`config.mk`:
```
export PLATFORM = sky130hd
export DESIGN_NAME = cs_bus_gate
export DESIGN_NICKNAME = d
export VERILOG_FILES = /design/src/rtl/cs_bus_gate.sv
export SDC_FILE = /design/constraint.sdc
export NUM_CORES = 1
export LEC_CHECK = 0
export CAP_MARGIN = 20
export CORE_MARGIN = 4
export CORE_UTILIZATION = 35
export DETAILED_ROUTE_END_ITERATION = 8
export PLACE_DENSITY = 0.76
export SETUP_SLACK_MARGIN = 0.5
export SLEW_MARGIN = 0
export SYNTH_ARGS = -nofsm -noshare
export SYNTH_HDL_FRONTEND = slang
export SYNTH_SLANG_ARGS = --single-unit
```
`constraint.sdc`:
```
create_clock -name CLK -period 1.7 [get_ports CLK]
set_input_delay 0.34 -clock CLK [delete_from_list [all_inputs] [get_ports CLK]]
set_output_delay 0.34 -clock CLK [all_outputs]
set_load 0.1 [all_outputs]
```
`src/rtl/cs_bus_gate.sv`:
```
// Gates host bus strobes into the write/read FIFOs while the chip-select stage selects the block.
// Optional per-direction transfer counters are enabled by defining BUS_XFER_COUNT_EN.
module cs_bus_gate #(
  parameter int DATA_W = 16
) (
  input  logic              CLK,
  input  logic              RST,
  input  logic              CS,
  input  logic              OUT_Z,
  input  logic [DATA_W-1:0] BUS_DIN,
  input  logic              BUS_WR,
  input  logic              BUS_RD,
  output logic [DATA_W-1:0] BUS_DOUT,
  output logic              BUS_OE,
  output logic              BUS_FULL,
  output logic              BUS_EMPTY,
  output logic [DATA_W-1:0] WR_DATA,
  output logic              WR_EN,
  input  logic              WR_FULL,
  input  logic [DATA_W-1:0] RD_DATA,
  output logic              RD_EN,
  input  logic              RD_EMPTY,
  output logic [2:0]        ERR,
  output logic [15:0]       WR_CNT,
  output logic [15:0]       RD_CNT
);

  typedef enum logic [1:0] {IDLE, SETTLE, ACTIVE, DRAIN} state_t;

  state_t            r_state;
  logic              r_oe;
  logic              r_wr_en_p1;
  logic [DATA_W-1:0] r_wr_data_p1;
  logic [DATA_W-1:0] r_dout_p1;
  logic              r_full;
  logic              r_empty;
  logic [2:0]        r_err;

  logic w_sel;
  logic w_wr_req;
  logic w_rd_req;
  logic w_wr_ok;
  logic w_rd_ok;

  // A strobe pair is a host protocol error, so neither side is accepted.
  assign w_sel    = (r_state == ACTIVE) && CS;
  assign w_wr_req = w_sel && BUS_WR && !BUS_RD;
  assign w_rd_req = w_sel && BUS_RD && !BUS_WR;
  assign w_wr_ok  = w_wr_req && !WR_FULL;
  assign w_rd_ok  = w_rd_req && !RD_EMPTY && !RST;

  always_ff @(posedge CLK) begin
    if (RST) begin
      r_state <= IDLE;
      r_oe    <= 1'b0;
    end else begin
      r_oe <= 1'b0;
      case (r_state)
        IDLE:   if (CS) r_state <= SETTLE;
        SETTLE: begin
          if (CS) begin
            r_state <= ACTIVE;
            r_oe    <= !OUT_Z;
          end else begin
            r_state <= IDLE;
          end
        end
        ACTIVE: begin
          if (CS) r_oe <= !OUT_Z;
          else    r_state <= DRAIN;
        end
        DRAIN: begin
          if (CS)         r_state <= SETTLE;
          else if (OUT_Z) r_state <= IDLE;
        end
        default: r_state <= IDLE;
      endcase
    end
  end

  // Stage p0 -> p1: strobe cycle to registered FIFO/bus outputs.
  always_ff @(posedge CLK) begin
    if (RST) begin
      r_wr_en_p1   <= 1'b0;
      r_wr_data_p1 <= '0;
      r_dout_p1    <= '0;
      r_full       <= 1'b0;
      r_empty      <= 1'b1;
      r_err        <= 3'b000;
    end else begin
      r_wr_en_p1 <= w_wr_ok;
      if (w_wr_ok) r_wr_data_p1 <= BUS_DIN;
      if (w_rd_ok) r_dout_p1 <= RD_DATA;
      r_full  <= WR_FULL;
      r_empty <= RD_EMPTY;
      r_err   <= r_err | {w_sel && BUS_WR && BUS_RD,
                          w_rd_req && RD_EMPTY,
                          w_wr_req && WR_FULL};
    end
  end

`ifdef BUS_XFER_COUNT_EN
  logic [15:0] r_wr_cnt;
  logic [15:0] r_rd_cnt;

  // Counted on acceptance so the count tracks WR_EN and never includes a reset-discarded word.
  always_ff @(posedge CLK) begin
    if (RST) begin
      r_wr_cnt <= 16'd0;
      r_rd_cnt <= 16'd0;
    end else begin
      if (w_wr_ok) r_wr_cnt <= r_wr_cnt + 16'd1;
      if (w_rd_ok) r_rd_cnt <= r_rd_cnt + 16'd1;
    end
  end

  assign WR_CNT = r_wr_cnt;
  assign RD_CNT = r_rd_cnt;
`else
  assign WR_CNT = 16'd0;
  assign RD_CNT = 16'd0;
`endif

  assign RD_EN     = w_rd_ok;
  assign WR_EN     = r_wr_en_p1;
  assign WR_DATA   = r_wr_data_p1;
  assign BUS_DOUT  = r_dout_p1;
  assign BUS_OE    = r_oe;
  assign BUS_FULL  = r_full;
  assign BUS_EMPTY = r_empty;
  assign ERR       = r_err;

endmodule

```
; ---- Word level (Yosys, flattened, before mapping)
; Cells that the tools add are included.
[word_totals]
ram_bits = 0
latch_bits = 0
wordCells = 44
input_bits = 40
output_inout_bits = 72
rom_bits = 0
regBits = 41
memories = 0
[classes]
bitwise = 3
div_mod_pow = 0
mul = 0
muxes = 6
n_reduce_logical = 21
n_eq_ne = 6
n_shift = 0
add_sub_neg = 0
n_lt_le_gt_ge = 0
[ops]
columns = cell, n
row1 = 1-bit logical AND, 11
row2 = 2-bit two-way mux, 5
row3 = 2-bit one-hot mux with 4 select lines, 1
row4 = 1-bit logical NOT, 6
row5 = 2-bit equality test (second input constant), 2
row6 = 2-bit inequality test (second input constant), 2
row7 = 3-bit inequality test (second input constant), 1
row8 = 3-bit bitwise OR, 1
row9 = 3-bit AND reduction, 1
row10 = 3-bit OR reduction, 1
row11 = 2-bit by 1-bit equality test with 1-bit output (second input constant), 1
row12 = 2-bit logical NOT, 1
row13 = 1-bit NOT, 2
row14 = 2-bit OR reduction, 1

; ---- Depth between registers and ports, before layout
[depth]
word_depth = 6
ltp_mapped = 6
ltp_nobuf = 5

; ---- Worst setup path after synthesis
; OpenSTA, ideal clock, no wires.
[synth_timing]
path_kind = register to output
start = reg r_state[0]
end = out RD_EN
t_arrival_ns = 1.695
stages_incl_launch_ff = 6
slack_ns = -0.335
n_path_buf = 1
required_ns = 1.360
cell_sequence = dfxtp_1 inv_1 ha_1 nand4_4 buf_6 inv_1
[synth_via]
elab_chain_len = 6
[synth_lines]
columns = element, line_no
row1 = start: declaration, 30  ; state_t r_state;
row2 = start signal: assignment, 54  ; r_state <= IDLE;
row3 = start signal: assignment, 59  ; IDLE: if (CS) r_state <= SETTLE;
row4 = start signal: assignment, 62  ; r_state <= ACTIVE;
row5 = 2-bit equality test, 46  ; assign w_sel = (r_state == ACTIVE) && CS;
row6 = 1-bit logical AND, 46
row7 = 1-bit logical AND (2 in a row), 48  ; assign w_rd_req = w_sel && BUS_RD && !BUS_WR;
row8 = 1-bit logical AND (2 in a row), 50  ; assign w_rd_ok = w_rd_req && !RD_EMPTY && !RST;
row9 = end: declaration, 21  ; output logic RD_EN,
; Every way passes these cells.

; ---- Final worst setup path
; Ends and elaborated chain as after synthesis.

==> results.txt <==
The worst min-delay path startpoint is RD_EMPTY. The die covers 7210 sq um. Summed over all instances, the cell type with the most area after synthesis is dfxtp_1. Of the post-synthesis cell area, the dominant cell type holds 0.396.

The congestion estimate from routability-driven global placement came to 0.698. TritonCTS built the clock tree. The total number of vias is 1547.

In this run the critical register-to-register path is launched from r_state[0]$_SDFFE_PP0P_. In the synthesized netlist the dominant register cell turns out to be dfxtp_1. Of the cells placed in the final design, the portion with a size suffix greater than 1 is 0.457. In this run the worst hold path is classified as primary input to flip-flop. The part of the power in the clock network is 0.288.

Dividing the detail-routed via count by the number of cells gives 4.24. The pre-CTS setup slack is -0.190 ns. The mean instance size in the synthesized netlist is 10.4 sq um. The number of H-tree branching levels came out at 2. The final critical-path required period came out at 1.54 ns. The remaining antenna violation count after routing is 0. Traced cell by cell, the critical path runs through inv_4 > ha_4 > nand4_4 > clkinvlp_4 > buf_12. The portion of total power attributed to combinational logic is 0.267. The synthesized design contains 0 enable-type register cells. In this run, the number of DRC markers left after iteration 0 of detailed routing was 34. The switching power total is 750 uW. The worst-case clock skew is 0.00360 ns. By area the synthesized netlist is led by dfxtp_1 40%, buf_4 12%, nand2b_1 10%, mux2i_1 7.7%, mux2_4 6.5%. The overall fraction of global-route tracks in use came out at 0.135. The final worst-path cycle share is 0.907. The number of failing hold endpoints at the final stage is 0. The standby leakage power is 1.44 nW. Setup repair after global routing could not meet its margin everywhere. Of the total power, the share spent switching nets is 0.341. The clock sink count came out at 41. Summing all placed instances gives a cell area of 3340 sq um. In this run, CTS created clock tree buffers numbering 5. The synthesized netlist occupies a cell area of 2070 sq um. The initial standard-cell utilization of the core is 0.369. The layout overhead on the synthesized area is 70.0%.

The floorplan step set the die width to 84.9 um. The source of the critical timing path is r_state[0]$_SDFFE_PP0P_. Along the worst path, the maximum fanout reaches 2. VDD sags by at most 0.000436 V. By count the netlist is led by 41 x dfxtp_1, 33 x buf_4, 33 x nand2b_1.

Yosys printed 0 warnings. The flow ran to the end, and the final reports show no timing, DRC or antenna violations. The overall die height is 84.9 um.

The number of cell rows came out at 27. The count of placed standard cells including taps is 351. The number of pins exceeding their max-slew limit in the final report is 0. The leftover overflow at the end of global routing came out at 0. At the end of the flow the core is filled with cells to 0.628. The clock edge transition at the registers on the reported setup and hold paths is 0.07 ns. The cell-internal power came out at 1.45 mW. The clock latency on the worst-skew pair came out at 0.28 ns.

The average detailed-routed wire length per instance came out at 13.4 um. The power per unit of standard cell area came out at 624 nW/um^2. The core region area came out at 5610 sq um. The root cell of the clock tree is clkbuf_8. The net total in the final layout is 338.

For this run, the number of standard cells in the final layout without fillers is 365. The share of total power in sequential cells came out at 0.445. The wire length of the first global-routing pass came out at 7960 um. The sequential area share after synthesis is 0.396.

For this run, the top clock speed supported by timing is 648 MHz. The largest net degree at the start of global routing is 57. The total power after layout is 2.20 mW. The number of antenna violations at the first check in global routing is 0. The synthesized instance count is 199. The number of remaining DRC errors came out at 0. The number of antenna diodes is 0. The first-pass detailed-route iteration total is 4. The worst setup path is launched from a flip-flop. STA classifies the critical path endpoint as a primary output. The delay contributed by the slowest stage of the critical path came out at 0.36 ns. The flop and latch count out of synthesis came out at 41. The post-layout instance area is 3520 sq um.

The number of buffers inserted by port buffering came out at 79. The number of library cell types mapped by synthesis came out at 30. The post-DP HPWL came out at 3720 um. The slack of the critical path came out at 0.158 ns. The data arrival time at the worst-slack endpoint came out at 1.20 ns. The share of async-settable or async-resettable flops after synthesis is 0. The number of top-level pins is 112.

The worst-case register-to-register setup slack came out at 0.21 ns. The hold-fix buffer count after cts is 0. The maximum count of clock buffers along a single path is 2. The number of maximum-capacitance constraint violations is 0. The most repeated cell in the gate-level netlist after synthesis is dfxtp_1. The slowest stage of the critical path belongs to the cell dfxtp_4. The wire length after detailed routing is 4880 um.

The required time reported for the critical path endpoint came out at 1.36 ns. Setup violations remaining at the end of the flow were counted as 0. The critical path class is flip-flop to primary output.

The number of global-route vias before repair came out at 1633.
[metal layers]
| metal | share of wire | track usage |
|---|---|---|
| met1 | 0.41 | 0.153 |
| met2 | 0.50 | 0.238 |
| met3 | 0.089 | 0.0563 |
| met4 | 0.0031 | 0.0302 |
| met5 | 0 | 0 |
[cells by family (layout without fill, tap and decap cells)]
kind of cell,count (synthesis),after routing,share of synthesized area
AND/OR/NAND/NOR,64,64,0.204
buffers and inverters,46,109,0.152
AO/OA/AOI/OAI,10,10,0.0350
flip-flops,41,41,0.396
adder cells (fa/ha/maj),5,5,0.0302
other,1,32,0.00181
multiplexers,32,32,0.181
[sequential cells by signal, summed over array words and instances (netlist names), named ones only]
register,flops
WR_DATA,16
WR_EN,1
BUS_DOUT,16
BUS_FULL,1
r_state,1
BUS_EMPTY,1
BUS_OE,1
ERR,3
[cells in the final DEF (no fill, tap or decap), drive strengths merged, types with 3 or more instances in the layout]
| cell type | count |
|---|---|
| conb | 32 |
| dfxtp | 41 |
| ha | 5 |
| nand2b | 33 |
| mux2i | 16 |
| nor2b | 18 |
| clkbuf | 7 |
| clkdlybuf4s50 | 34 |
| dlygate4sd2 | 4 |
| inv | 4 |
| buf | 58 |
| nor2 | 3 |
| mux2 | 16 |
[worst paths after layout]
check | endpoint | cells past startpoint
worst max-delay path | RD_EN | 5
worst min-delay path | BUS_EMPTY$_SDFF_PP1_ | 3
worst max register to register | r_state[0]$_SDFFE_PP0P_ | 6
worst min register to register | WR_DATA[13]$_SDFFE_PP0P_ | 2
[power by group through the flow]
stage          Clock, mW  Sequential, mW  Combinational [mW]
5_1_grt            0.691           0.980               0.612
4_1_cts            0.655           0.980               0.568
3_3_place_gp           0            1.00               0.550
6_report           0.632           0.979               0.587
2_1_floorplan          0            1.03               0.444
3_5_place_dp           0            1.00               0.555
[through the flow]
stage | hold WS (ns) | setup TNS (ns)
2_1_floorplan | 0.409 | 0
3_3_place_gp | 0.479 | -2.64
3_5_place_dp | 0.485 | -3.46
4_1_cts | 0.420 | 0
5_1_grt | 0.469 | 0
6_report | 0.450 | 0
[area by class of cell]
class                           instances  area, sq um
Timing Repair Buffer                   97         1350
Multi-Input combinational cell        143         1100
Inverter                                5         25.0
Tap cell                               72         90.1
Fill cell                             460         2090
Clock buffer                            7         86.3
Sequential cell                        41          877
[worst max-delay path, delay by kind of cell, from the launching register on]
family	cells	cell delay, ns
flip-flops	1	0.36
buffers and inverters	3	0.34
adder cells (fa/ha/maj)	1	0.13
AND/OR/NAND/NOR	1	0.10
[what timing repair did]
action                                  in CTS  in global routing
setup buffers                                4                  3
endpoints found under the setup margin      37                 40
pin swaps                                    3                  2
gates resized for setup                      8                 11
No activity file was read; power rests on OpenSTA's default activity.
